### config.mk
export PLATFORM = sky130hd
export DESIGN_NAME = ram_burst_master_flat
export DESIGN_NICKNAME = d
export VERILOG_FILES = /design/src/rtl/ram_burst_master_if.sv /design/src/rtl/ram_burst_master.sv /design/src/flat_wrapper.sv
export SDC_FILE = /design/constraint.sdc
export NUM_CORES = 1
export LEC_CHECK = 0
export ABC_AREA = 1
export CORE_MARGIN = 2
export CORE_UTILIZATION = 45
export CTS_CLUSTER_DIAMETER = 40
export DETAILED_ROUTE_END_ITERATION = 10
export DONT_BUFFER_PORTS = 1
export PLACE_DENSITY = 0.7
export SYNTH_ARGS = -nofsm -noshare
export SYNTH_HDL_FRONTEND = slang
export SYNTH_SLANG_ARGS = --single-unit
### constraint.sdc
create_clock -name i_Clk -period 3.5 [get_ports i_Clk]
set_input_delay 0.35 -clock i_Clk [delete_from_list [all_inputs] [get_ports i_Clk]]
set_output_delay 0.35 -clock i_Clk [all_outputs]
set_load 0.1 [all_outputs]
### src/rtl/ram_burst_master_if.sv
// Bundle of the command, write-stream, read-stream and RAM-port signals
// of ram_burst_master; modport master is the burst engine's view, slave the environment's.
interface ram_burst_master_if #(
   parameter int WIDTH = 16,
   parameter int DEPTH = 256,
   parameter int LEN_W = 8
);
   localparam int AW = $clog2(DEPTH);

   logic             i_Cmd_Valid;
   logic             o_Cmd_Ready;
   logic             i_Cmd_Wr;
   logic [AW-1:0]    i_Cmd_Addr;
   logic [LEN_W-1:0] i_Cmd_Len;
   logic             i_Wr_Valid;
   logic             o_Wr_Ready;
   logic [WIDTH-1:0] i_Wr_Data;
   logic             o_Rd_Valid;
   logic             i_Rd_Ready;
   logic [WIDTH-1:0] o_Rd_Data;
   logic [AW-1:0]    o_Ram_Addr;
   logic             o_Ram_Wr_DV;
   logic [WIDTH-1:0] o_Ram_Wr_Data;
   logic             o_Ram_Rd_En;
   logic             i_Ram_Rd_DV;
   logic [WIDTH-1:0] i_Ram_Rd_Data;
   logic             o_Busy;
   logic             o_Done;

   modport master (
      input  i_Cmd_Valid, i_Cmd_Wr, i_Cmd_Addr, i_Cmd_Len,
      input  i_Wr_Valid, i_Wr_Data, i_Rd_Ready,
      input  i_Ram_Rd_DV, i_Ram_Rd_Data,
      output o_Cmd_Ready, o_Wr_Ready, o_Rd_Valid, o_Rd_Data,
      output o_Ram_Addr, o_Ram_Wr_DV, o_Ram_Wr_Data, o_Ram_Rd_En,
      output o_Busy, o_Done
   );

   modport slave (
      output i_Cmd_Valid, i_Cmd_Wr, i_Cmd_Addr, i_Cmd_Len,
      output i_Wr_Valid, i_Wr_Data, i_Rd_Ready,
      output i_Ram_Rd_DV, i_Ram_Rd_Data,
      input  o_Cmd_Ready, o_Wr_Ready, o_Rd_Valid, o_Rd_Data,
      input  o_Ram_Addr, o_Ram_Wr_DV, o_Ram_Wr_Data, o_Ram_Rd_En,
      input  o_Busy, o_Done
   );
endinterface

### src/rtl/ram_burst_master.sv
// Burst initiator for the single-port RAM: sequences incrementing addresses,
// streams write words in and read words out through a 2-entry output buffer.
// Ports: i_Clk, i_Rst_L (async, active-low), bus (ram_burst_master_if.master).
module ram_burst_master #(
   parameter int WIDTH = 16,
   parameter int DEPTH = 256,
   parameter int LEN_W = 8
) (
   input  logic i_Clk,
   input  logic i_Rst_L,
   ram_burst_master_if.master bus
);
   localparam int AW = $clog2(DEPTH);
   localparam logic [AW-1:0]  ONE_A = 1;
   localparam logic [LEN_W:0] ONE_R = 1;

   typedef enum logic [1:0] {
      S_IDLE,
      S_WRITE,
      S_READ,
      S_DRAIN
   } state_t;

   state_t           r_State;
   logic [AW-1:0]    r_Addr;
   logic [LEN_W:0]   r_Rem;
   logic             r_Done;
   logic             r_Inflight;
   logic [WIDTH-1:0] r_Buf [2];
   logic             r_Wptr;
   logic             r_Rptr;
   logic [1:0]       r_Count;

   logic             w_Pop;
   logic             w_Push;
   logic             w_Wr_Beat;
   logic             w_Rd_Issue;
   logic [2:0]       w_Occ;

   assign w_Pop = (r_Count != 2'd0) & bus.i_Rd_Ready;

   // Occupancy the buffer will have once the in-flight word lands,
   // net of this cycle's pop; keeps the buffer from ever overflowing.
   assign w_Occ = {1'b0, r_Count} + {2'b0, r_Inflight} - {2'b0, w_Pop};

   assign w_Rd_Issue = (r_State == S_READ) & (r_Rem != '0)
                     & (w_Occ < 3'd2);
   assign w_Wr_Beat  = (r_State == S_WRITE) & bus.i_Wr_Valid;
   assign w_Push     = bus.i_Ram_Rd_DV
                     & ((r_State == S_READ) | (r_State == S_DRAIN));

   assign bus.o_Cmd_Ready   = (r_State == S_IDLE);
   assign bus.o_Wr_Ready    = (r_State == S_WRITE);
   assign bus.o_Busy        = (r_State != S_IDLE);
   assign bus.o_Done        = r_Done;
   assign bus.o_Ram_Addr    = r_Addr;
   assign bus.o_Ram_Wr_Data = bus.i_Wr_Data;
   assign bus.o_Ram_Wr_DV   = w_Wr_Beat;
   assign bus.o_Ram_Rd_En   = w_Rd_Issue;
   assign bus.o_Rd_Valid    = (r_Count != 2'd0);
   assign bus.o_Rd_Data     = r_Buf[r_Rptr];

   always_ff @(posedge i_Clk or negedge i_Rst_L) begin
      if (!i_Rst_L) begin
         r_State <= S_IDLE;
         r_Addr  <= '0;
         r_Rem   <= '0;
         r_Done  <= 1'b0;
      end else begin
         r_Done <= 1'b0;
         unique case (r_State)
            S_IDLE: begin
               if (bus.i_Cmd_Valid) begin
                  r_Addr  <= bus.i_Cmd_Addr;
                  r_Rem   <= {1'b0, bus.i_Cmd_Len} + ONE_R;
                  r_State <= bus.i_Cmd_Wr ? S_WRITE : S_READ;
               end
            end
            S_WRITE: begin
               if (w_Wr_Beat) begin
                  r_Addr <= r_Addr + ONE_A;
                  r_Rem  <= r_Rem - ONE_R;
                  if (r_Rem == ONE_R) begin
                     r_State <= S_IDLE;
                     r_Done  <= 1'b1;
                  end
               end
            end
            S_READ: begin
               if (w_Rd_Issue) begin
                  r_Addr <= r_Addr + ONE_A;
                  r_Rem  <= r_Rem - ONE_R;
                  if (r_Rem == ONE_R)
                     r_State <= S_DRAIN;
               end
            end
            S_DRAIN: begin
               if (!r_Inflight && r_Count == 2'd0) begin
                  r_State <= S_IDLE;
                  r_Done  <= 1'b1;
               end
            end
            default: r_State <= S_IDLE;
         endcase
      end
   end

   always_ff @(posedge i_Clk or negedge i_Rst_L) begin
      if (!i_Rst_L) begin
         r_Inflight <= 1'b0;
         r_Buf[0]   <= '0;
         r_Buf[1]   <= '0;
         r_Wptr     <= 1'b0;
         r_Rptr     <= 1'b0;
         r_Count    <= 2'd0;
      end else begin
         r_Inflight <= w_Rd_Issue;
         if (w_Push) begin
            r_Buf[r_Wptr] <= bus.i_Ram_Rd_Data;
            r_Wptr        <= ~r_Wptr;
         end
         if (w_Pop)
            r_Rptr <= ~r_Rptr;
         r_Count <= r_Count + {1'b0, w_Push} - {1'b0, w_Pop};
      end
   end

   a_no_overflow : assert property (
      @(posedge i_Clk) disable iff (!i_Rst_L)
      !(w_Push && !w_Pop && r_Count == 2'd2)
   );

endmodule

### src/flat_wrapper.sv
// flat-port wrapper written by rule: the top's interface ports become plain ports
module ram_burst_master_flat 
#(
   parameter int WIDTH = 16,
   parameter int DEPTH = 256,
   parameter int LEN_W = 8
)
  (i_Clk, i_Rst_L, bus_i_Cmd_Valid, bus_i_Cmd_Wr, bus_i_Cmd_Addr, bus_i_Cmd_Len, bus_i_Wr_Valid, bus_i_Wr_Data, bus_i_Rd_Ready, bus_i_Ram_Rd_DV, bus_i_Ram_Rd_Data, bus_o_Cmd_Ready, bus_o_Wr_Ready, bus_o_Rd_Valid, bus_o_Rd_Data, bus_o_Ram_Addr, bus_o_Ram_Wr_DV, bus_o_Ram_Wr_Data, bus_o_Ram_Rd_En, bus_o_Busy, bus_o_Done);
  ram_burst_master_if #(.WIDTH(WIDTH), .DEPTH(DEPTH), .LEN_W(LEN_W)) bus_i ();
  input  logic i_Clk;
  input  logic i_Rst_L;
  input wire logic [$bits(bus_i.i_Cmd_Valid)-1:0] bus_i_Cmd_Valid;
  input wire logic [$bits(bus_i.i_Cmd_Wr)-1:0] bus_i_Cmd_Wr;
  input wire logic [$bits(bus_i.i_Cmd_Addr)-1:0] bus_i_Cmd_Addr;
  input wire logic [$bits(bus_i.i_Cmd_Len)-1:0] bus_i_Cmd_Len;
  input wire logic [$bits(bus_i.i_Wr_Valid)-1:0] bus_i_Wr_Valid;
  input wire logic [$bits(bus_i.i_Wr_Data)-1:0] bus_i_Wr_Data;
  input wire logic [$bits(bus_i.i_Rd_Ready)-1:0] bus_i_Rd_Ready;
  input wire logic [$bits(bus_i.i_Ram_Rd_DV)-1:0] bus_i_Ram_Rd_DV;
  input wire logic [$bits(bus_i.i_Ram_Rd_Data)-1:0] bus_i_Ram_Rd_Data;
  output wire logic [$bits(bus_i.o_Cmd_Ready)-1:0] bus_o_Cmd_Ready;
  output wire logic [$bits(bus_i.o_Wr_Ready)-1:0] bus_o_Wr_Ready;
  output wire logic [$bits(bus_i.o_Rd_Valid)-1:0] bus_o_Rd_Valid;
  output wire logic [$bits(bus_i.o_Rd_Data)-1:0] bus_o_Rd_Data;
  output wire logic [$bits(bus_i.o_Ram_Addr)-1:0] bus_o_Ram_Addr;
  output wire logic [$bits(bus_i.o_Ram_Wr_DV)-1:0] bus_o_Ram_Wr_DV;
  output wire logic [$bits(bus_i.o_Ram_Wr_Data)-1:0] bus_o_Ram_Wr_Data;
  output wire logic [$bits(bus_i.o_Ram_Rd_En)-1:0] bus_o_Ram_Rd_En;
  output wire logic [$bits(bus_i.o_Busy)-1:0] bus_o_Busy;
  output wire logic [$bits(bus_i.o_Done)-1:0] bus_o_Done;
  assign bus_i.i_Cmd_Valid = bus_i_Cmd_Valid;
  assign bus_i.i_Cmd_Wr = bus_i_Cmd_Wr;
  assign bus_i.i_Cmd_Addr = bus_i_Cmd_Addr;
  assign bus_i.i_Cmd_Len = bus_i_Cmd_Len;
  assign bus_i.i_Wr_Valid = bus_i_Wr_Valid;
  assign bus_i.i_Wr_Data = bus_i_Wr_Data;
  assign bus_i.i_Rd_Ready = bus_i_Rd_Ready;
  assign bus_i.i_Ram_Rd_DV = bus_i_Ram_Rd_DV;
  assign bus_i.i_Ram_Rd_Data = bus_i_Ram_Rd_Data;
  assign bus_o_Cmd_Ready = bus_i.o_Cmd_Ready;
  assign bus_o_Wr_Ready = bus_i.o_Wr_Ready;
  assign bus_o_Rd_Valid = bus_i.o_Rd_Valid;
  assign bus_o_Rd_Data = bus_i.o_Rd_Data;
  assign bus_o_Ram_Addr = bus_i.o_Ram_Addr;
  assign bus_o_Ram_Wr_DV = bus_i.o_Ram_Wr_DV;
  assign bus_o_Ram_Wr_Data = bus_i.o_Ram_Wr_Data;
  assign bus_o_Ram_Rd_En = bus_i.o_Ram_Rd_En;
  assign bus_o_Busy = bus_i.o_Busy;
  assign bus_o_Done = bus_i.o_Done;
  ram_burst_master #(.WIDTH(WIDTH), .DEPTH(DEPTH), .LEN_W(LEN_W)) u_core (.i_Clk(i_Clk), .i_Rst_L(i_Rst_L), .bus(bus_i));
endmodule
==> run_results.csv, run 1 <==
group,metric,value,unit
outcome,outcome,"completed",
synthesis,synthCells,463,
cts,clk_latency,0.33,ns
timing,fin_crit_sh,0.9320,
timing,period_minus_slack,3.262,ns
floorplanning,initial_core_util,0.4625,
cts,post_cts_buffers,0,
placement,io_buffer_count,0,
synthesis,synth_edf_count,0,
finish,layout-drive-gt1-share,0.1000,
grt,grt_pass1_vias,2518,
floorplanning,die_y,90.34,um
timing,tightestPinTransition,1.101,ns
synthesis,ys.flop_type,"dfrtp_1",
critical_path,crit_fanout,4,
timing,timing.fmax,306.6,MHz
worst_hold_path,hold_path.class,"input port to flop",
grt,grt_pass1_wl,11530,um
timing,tns,0,ns
synthesis,async_reset_ff_frac,1.000,
timing,max-slew-margin-rel,0.2659,
placement,gp_congestion,0.7845,
synthesis,yosysSeqAreaShare,0.4252,
synthesis,synth_top_area_cell,"dfrtp_1",
grt,overflow,0,
cts,cts_buffers,9,
synthesis,syn_nets,531,
cts,cts-root-buf,"clkbuf_8",
critical_path,crit_path_start_kind,"flop",
cts,cts.sinks,57,
timing,hold_viol,0,
synthesis,ys_ff_latch,57,
floorplanning,std_cell_rows,31,
cts,htreeDepth,3,
finish,final_nets,523,
drt,first_pass_iters,4,
drt,vias,2790,
floorplanning,dieArea,8161,sq um
synthesis,syn_area,3354,sq um
timing,setup_viol,0,
critical_path,arrival,2.91,ns
synthesis,synth_area_leaders,"dfrtp_1 (43%), nand2_1 (21%), inv_1 (5.4%), o21ai_0 (4.6%), ha_1 (4.5%)",
finish,num-fill-cells,712,
floorplanning,io_pins,102,
grt,antenna_found_initial,0,
drt,drtIter0Drc,90,
critical_path,worst-endpoint-required,3.15,ns
critical_path,critPathCaptureType,"output port",
placement,dp_hpwl,4904,um
timing,grt_setup_unrepaired,"false",
synthesis,yosysWarnings,0,
drt,via_per_inst,4.991,
run,drv_cap,0,
timing,slew_viol_final,0,
finish,areaGrowthSynthToFinish,8.877,%
cts,cts.clk_slew.worst_paths,0.07,ns
cts,clockBufferDepth,2,
floorplanning,core,7253,sq um
drt,drt_wl_total,7031,um
drt,remaining_drc_errors,0,
synthesis,synth_area_per_cell,7.245,sq um
finish,antenna_cells,0,
drt,wire_per_inst,12.58,um
timing,clock_skew,0.006905,ns
drt,final_antenna_net_count,0,
grt,grt_start_max_net_pins,58,
synthesis,synthDistinctLibCells,33,
synthesis,synth_top_area_frac,0.4252,
grt,track_usage,0.1728,
critical_path,path_class,"flop to output port",
floorplanning,die_x,90.34,um
cts,tritoncts,"built",
-- flip-flops by register name, indices dropped and copies added, names as in the netlist --
| register | cells |
|---|---|
| u_core.r_Count | 2 |
| u_core.r_Rem | 9 |
| u_core.r_Rptr | 1 |
| u_core.bus.o_Ram_Addr | 8 |
| u_core.r_State | 2 |
| u_core.r_Inflight | 1 |
| u_core.r_Wptr | 1 |
| u_core.bus.o_Done | 1 |
| u_core.r_Buf | 32 |
-- layout by cell type, fill, tap and decap left out --
master,instances
nand2_2,4
buf_4,10
mux2i_1,1
nand3_1,20
or2_1,1
nand4_1,5
a32oi_1,1
ha_1,12
clkinvlp_4,3
nand3b_1,1
o21bai_1,3
dlygate4sd3_1,1
a21o_1,1
dfrtp_1,57
nand3_2,1
clkbuf_8,11
nand2_1,188
nor2_2,2
or2_2,6
xor2_1,2
inv_2,2
xnor2_1,2
inv_1,46
clkinv_2,2
o21ai_0,31
o21ai_1,14
buf_12,1
nor2_4,1
fa_1,1
clkinv_1,2
o32ai_1,1
bufinv_16,2
nor2_1,15
o22ai_1,1
a21oi_1,8
buf_16,1
-- kinds of logic (layout without fill, tap and decap cells) --
logic type	after synthesis	after routing	share of synthesized area
and+or+nand+nor	244	244	0.2977
buffers and inverters	84	81	0.1179
AOI/OAI and AO/OA	60	60	0.09512
DFF	57	57	0.4252
adders and majority gates	13	13	0.05073
xor gates and xnor gates	4	4	0.01045
muxes	1	1	0.002984
-- worst max-delay path: stages (launching register included) --
cell and delay [ns]:
dfrtp_1 0.43, nor2_2 0.17, clkinvlp_4 0.12, nand2_2 0.07
inv_1 0.06, ha_1 0.28, or2_2 0.31, fa_1 0.51
nand2_1 0.06, clkinv_1 0.05, nand2_1 0.04, nor2_1 0.08
nand2_1 0.11, clkinvlp_4 0.12, buf_12 0.17
-- stage by stage --
step	hold WS [ns]	setup WS [ns]	instances	util	instance area, sq um
4_1_cts	0.1612	0.1135	559	0.5032	3650
2_1_floorplan	0.05441	0.01123	463	-	3364
3_3_place_gp	0.05554	0.3811	541	0.4664	3383
3_5_place_dp	0.05576	0.2610	541	0.4664	3383
6_report	0.1665	0.2380	559	0.5035	3652
5_1_grt	0.1595	0.05078	559	0.5035	3652
-- path summary, 6_finish.rpt --
check	endpoint	start	depth (start not counted)	slack (ns)
worst max-delay path	bus_o_Ram_Rd_En	u_core.r_Count[1]	14	0.24
worst min-delay path	u_core.r_Buf[31]	bus_i_Ram_Rd_Data[15]	2	0.17
worst max register to register	u_core.r_Rem[5]	u_core.r_Count[1]	16	0.36
worst min register to register	u_core.bus.o_Done	u_core.r_Inflight	1	0.48
max in group asynchronous	u_core.r_Rem[3]	i_Rst_L	2	2.67
min in group asynchronous	u_core.r_Buf[14]	i_Rst_L	2	0.58
-- final cells by class --
cell class | instances | area, sq um | share of cell area
repair buffers | 13 | 132.6 | 0.03631
clock buffers | 11 | 151.4 | 0.04145
multi-input cells | 322 | 1538 | 0.4210
clock inverters | 5 | 77.57 | 0.02124
inverters | 52 | 202.7 | 0.05550
flip-flops and latches | 57 | 1426 | 0.3905
well taps | 99 | 123.9 | 0.03392
-- per-layer routing --
layer / routed length (um) / GRT usage / vias to the layer above / share of wire
li1: - / - / 1409 / -
met1: 3242 / 0.2173 / 1292 / 0.46
met2: 3371 / 0.2951 / 79 / 0.48
met3: 345 / 0.03673 / 10 / 0.049
met4: 72 / 0.06026 / 0 / 0.010
met5: 0 / 0 / - / 0
-- cells in the mapped netlist (3+ instances only) --
library cell,count
clkbuf_1,6
o21ai_1,14
nor2_1,16
dfrtp_1,57
inv_1,48
buf_2,7
or2_2,6
nand2_1,189
nand2_2,3
o21bai_1,3
o21ai_0,31
nand3_1,20
a21oi_1,8
nand4_1,5
ha_1,12
buf_4,17
-- what timing repair did --
action | 4_1_cts | 5_1_grt
hold buffers | 2 | 0
endpoints found under the hold margin | 57 | 0
gates resized for setup | 0 | 1
setup endpoints to repair | 0 | 2
Power of run 1 is left out: the tool's default activity adds up to more than one toggle a clock period on the data nets, which glitch-free logic cannot reach.
==> inputs of run 2 (changes only) <==
- CELL_PAD_IN_SITES_DETAIL_PLACEMENT: not set -> 0
- CELL_PAD_IN_SITES_GLOBAL_PLACEMENT: not set -> 1
- PLACE_DENSITY: 0.7 -> 0.9
==> run 2 against run 1 <==
Net effect: cell area down 1.6%; highest routed layer unchanged; wire length increased by 0.92%; final cell count unchanged; non-clock buffer count unchanged.
==> run_results.csv, run 2 (synthesis results as in run 1) <==
group,metric,value,unit
cts,htreeDepth,3,
finish,final_common_cell,"nand2_1",
timing,timing.hold.ws,0.1607,ns
timing,setup_viol,0,
finish,multi_input_area,1545,sq um
worst_hold_path,hold_path.class,"input port to flop",
drt,remaining_drc_errors,0,
finish,top_register,"u_core.r_Buf",
floorplanning,io_pins,102,
cts,cts.clk_slew.worst_paths,0.06,ns
drt,wire_per_inst,12.69,um
floorplanning,std_cell_rows,31,
grt,grt_start_max_net_pins,58,
critical_path,path_buf_inv,4,
outcome,outcome,"completed",
grt,antenna_found_initial,0,
drt,vias,2804,
grt,overflow,0,
critical_path,path_class,"flop to output port",
critical_path,crit_cells,13,
cts,cts_buffers,9,
grt,track_usage,0.1852,
finish,antenna_cells,0,
timing,slew_viol_final,0,
critical_path,crit_end,"bus_o_Ram_Rd_En",
finish,ff_latch_area,1428,sq um
critical_path,arrival,2.98,ns
drt,via_per_inst,5.016,
placement,io_buffer_count,0,
timing,max-slew-margin-rel,0.2805,
worst_hold_path,hold_depth,2,
cts,clockBufferDepth,2,
critical_path,critPathSlowestCell,"fa_1",
critical_path,reg2reg_depth,16,
finish,layout_common_cells,"nand2_1 (187), dfrtp_1 (56), inv_1 (46), o21ai_0 (31), nand3_1 (20)",
critical_path,critPathCaptureType,"output port",
drt,drt_wl_total,7096,um
grt,grt_pass1_vias,2594,
drt,drtIter0Drc,112,
timing,fin_crit_sh,0.9511,
critical_path,critPathMaxStageDelay,0.51,ns
floorplanning,core,7253,sq um
finish,num-fill-cells,736,
critical_path,worstSetupStartpoint,"u_core.r_Count[1]",
finish,areaGrowthSynthToFinish,7.124,%
critical_path,crit_chain,"nor2_4, clkinvlp_4, nand2_2, inv_1, ha_1, or2_2, fa_1, nand2_1, clkinv_1, nand2_1, nor2_1, nand2_2, clkinvlp_4",
floorplanning,dieArea,8161,sq um
cts,cts.sinks,57,
critical_path,crit_fanout,4,
timing,tightestPinTransition,1.079,ns
timing,timing.fmax,300.4,MHz
placement,dp_hpwl,4907,um
cts,cts-root-buf,"clkbuf_8",
finish,final_nets,523,
floorplanning,die_x,90.34,um
timing,hold_viol,0,
floorplanning,initial_core_util,0.4625,
finish,largest_register_ff_count,32,
critical_path,r2r_slack,0.39,ns
cts,tritoncts,"built",
critical_path,r2r-end,"u_core.r_Rem[2]",
cts,clk_latency,0.33,ns
grt,grt_pass1_wl,12190,um
finish,layout-drive-gt1-share,0.1000,
timing,period_minus_slack,3.329,ns
run,drv_cap,0,
critical_path,crit_path_start_kind,"flop",
placement,gp_congestion,0.7878,
critical_path,worst-endpoint-required,3.15,ns
critical_path,crit_family,"simple AND/OR/NAND/NOR gates",
timing,clock_skew,0.006182,ns
drt,first_pass_iters,4,
floorplanning,die_y,90.34,um
drt,final_antenna_net_count,0,
critical_path,reg2reg_from,"u_core.r_Count[1]",
-- run 2: changes by cell type in the layout (fill, tap and decap cells not counted), sizes merged --
cell,before,now
bufinv,2,0
clkbuf,11,13
clkinvlp,3,2
clkinv,4,5
-- run 2: metrics by stage --
step	util	setup TNS (ns)	instances	setup slack, ns	area [sq um]
final	0.4954	0	559	0.1712	3593
after global routing	0.4954	-0.002453	559	-0.002453	3593
after CTS	0.4942	0	559	0.05037	3585
after detailed placement	0.4647	0	541	0.2248	3371
after global placement	0.4647	0	541	0.3685	3371
after floorplan	-	0	463	0.01123	3364
-- run 2: layout make-up --
class                   count  area share
well taps                  99     0.03447
inverters                  52     0.05641
clock buffers              13     0.04422
clock inverters             3    0.004178
flip-flops and latches     57      0.3973
multi-input cells         322      0.4300
repair buffers             13     0.03343
-- run 2: worst min-delay path by stage --
stage                          start                 to  slack [ns]
6_report       bus_i_Ram_Rd_Data[10]   u_core.r_Buf[26]        0.16
5_1_grt        bus_i_Ram_Rd_Data[13]   u_core.r_Buf[29]        0.16
4_1_cts        bus_i_Ram_Rd_Data[10]   u_core.r_Buf[26]        0.15
3_5_place_dp                 i_Rst_L   u_core.r_Buf[17]        0.06
3_3_place_gp                 i_Rst_L   u_core.r_Buf[17]        0.06
2_1_floorplan                i_Rst_L  u_core.bus.o_Done        0.05
-- run 2: repair_timing --
item,4_1_cts,5_1_grt
resized for setup,1,3
hold buffers,2,0
setup endpoints to repair,1,6
hold endpoints to repair,57,0
buffers inserted,0,0
-- run 2: metal layers --
metal / global-route usage / share of wire
met1: 0.2329 / 0.45
met2: 0.2982 / 0.48
met3: 0.04758 / 0.047
met4: 0.08846 / 0.021
met5: 0 / 0
Power of run 2 is left out for the same reason.
==> inputs of run 3 (changes only) <==
- PLACE_DENSITY: 0.9 -> not set
- PLACE_DENSITY_LB_ADDON: not set -> 0.1
- clock period: 3.5 -> 3.7 ns (I/O delays scaled with it)
==> run 3 against run 2 <==
Net effect: first-iteration DRC count rose by 32%; clock skew rose by 0.0026 ns; utilization about the same; largest cell class unchanged.
==> run_results.csv, run 3 (synthesis results as in run 1) <==
group,metric,value,unit
worst_hold_path,hold_path.class,"input port to flop",
finish,top_register,"u_core.r_Buf",
finish,num-fill-cells,769,
grt,overflow,0,
finish,areaGrowthSynthToFinish,7.162,%
cts,cts-root-buf,"clkbuf_8",
critical_path,worstSetupStartpoint,"u_core.r_Count[1]",
timing,grt_setup_unrepaired,"false",
timing,tns,0,ns
grt,grt_start_max_net_pins,58,
cts,tritoncts,"built",
finish,largest_register_ff_count,32,
timing,timing.fmax,305.3,MHz
floorplanning,dieArea,8161,sq um
drt,drtIter0Drc,148,
finish,layoutNonFillerInstCount,558,
critical_path,critPathCaptureType,"output port",
drt,remaining_drc_errors,0,
finish,final_nets,522,
timing,max-slew-margin-rel,0.2912,
grt,grt_pass1_wl,12500,um
floorplanning,core,7253,sq um
critical_path,path_common_cell,"nand2_1",
timing,setup_viol,0,
timing,slew_viol_final,0,
drt,via_per_inst,4.819,
drt,wire_per_inst,12.71,um
grt,grt_pass1_vias,2642,
critical_path,reg2reg_depth,16,
drt,final_antenna_net_count,0,
placement,dp_hpwl,4904,um
critical_path,worst-endpoint-required,3.33,ns
timing,clock_skew,0.008771,ns
critical_path,crit_path_start_kind,"flop",
critical_path,reg2reg_from,"u_core.r_Count[1]",
critical_path,arrival,2.90,ns
run,drv_cap,0,
floorplanning,die_x,90.34,um
placement,preCtsSetupSlack,0.6100,ns
timing,fin_crit_sh,0.8851,
finish,layout-drive-gt1-share,0.08932,
critical_path,r2r_slack,0.61,ns
placement,io_buffer_count,0,
placement,gp_congestion,0.7524,
placement,dp_cells,540,
cts,clockBufferDepth,2,
floorplanning,io_pins,102,
timing,tightestPinTransition,1.063,ns
cts,cts.clk_slew.worst_paths,0.07,ns
drt,drt_wl_total,7094,um
cts,cts_buffers,9,
finish,post-route-util,0.4956,
timing,setup_slack,0.4250,ns
critical_path,crit_chain,"nor2_1, inv_1, nand2_1, inv_1, ha_1, or2_2, fa_1, nand2_1, clkinv_1, nand2_1, nor2_1, nand2_1, inv_1, buf_4",
finish,antenna_cells,0,
timing,period_minus_slack,3.275,ns
finish,layout_common_cells,"nand2_1 (189), dfrtp_1 (57), inv_1 (48), o21ai_0 (31), nand3_1 (20)",
critical_path,crit_fanout,4,
cts,clk_latency,0.33,ns
timing,hold_viol,0,
outcome,outcome,"completed",
grt,track_usage,0.1889,
critical_path,path_class,"flop to output port",
floorplanning,std_cell_rows,31,
critical_path,critPathSlowestCell,"fa_1",
cts,post_cts_buffers,0,
cts,htreeDepth,3,
critical_path,crit_end,"bus_o_Ram_Rd_En",
critical_path,critPathMaxStageDelay,0.51,ns
grt,antenna_found_initial,0,
floorplanning,die_y,90.34,um
finish,final_common_cell,"nand2_1",
drt,vias,2689,
floorplanning,initial_core_util,0.4625,
drt,first_pass_iters,4,
critical_path,r2r-end,"u_core.bus.o_Ram_Addr[1]",
cts,cts.sinks,57,
run 3: changes by cell type in the layout (fill, tap and decap cells not counted), moves of 2 or more:
cell / before / now
clkbuf_1: 2 / 0
clkinv_2: 3 / 1
inv_1: 46 / 48
nand2_1: 187 / 189
nand2_2: 5 / 3
run 3: worst min-delay path by stage:
| stage | depth (start not counted) | to | slack [ns] | start |
|---|---|---|---|---|
| floorplan | 0 | u_core.bus.o_Done | 0.07 | i_Rst_L |
| global placement | 0 | u_core.r_Buf[17] | 0.08 | i_Rst_L |
| detailed placement | 0 | u_core.r_Buf[17] | 0.08 | i_Rst_L |
| CTS | 2 | u_core.r_Buf[23] | 0.17 | bus_i_Ram_Rd_Data[7] |
| global route | 2 | u_core.r_Buf[27] | 0.18 | bus_i_Ram_Rd_Data[11] |
| finish | 2 | u_core.r_Buf[23] | 0.19 | bus_i_Ram_Rd_Data[7] |
run 3: worst max-delay path, delay by kind of cell, from the launching register on:
kind | cells | cell delay (ns)
adders and majority gates | 2 | 0.79
buffers and inverters | 5 | 0.54
DFF | 1 | 0.43
and+or+nand+nor | 7 | 0.82
run 3: metal layers:
metal  track usage  wire length, um  up-vias
li1              -                -     1409
met1        0.2493             3391     1208
met2        0.3026             3335       60
met3       0.05259              328       12
met4       0.05897               38        0
met5             0                0        -
run 3: layout make-up:
type | instances | area [sq um] | area share
flip-flops and latches | 57 | 1426 | 0.3968
clock buffers | 10 | 137.6 | 0.03829
clock inverters | 6 | 66.31 | 0.01845
inverters | 52 | 195.2 | 0.05430
well taps | 99 | 123.9 | 0.03446
multi-input cells | 322 | 1533 | 0.4264
repair buffers | 12 | 112.6 | 0.03133
run 3: repair_timing:
item                                   in CTS  in global routing
hold buffers                                2                  0
endpoints found under the hold margin      57                  0
resized for setup                           0                  0
run 3: through the flow:
step	hold slack, ns	cell area, sq um
floorplan	0.07441	3354
global placement	0.07565	3353
detailed placement	0.07570	3353
CTS	0.1682	3595
global route	0.1780	3595
finish	0.1880	3595
Power of run 3 is left out for the same reason.
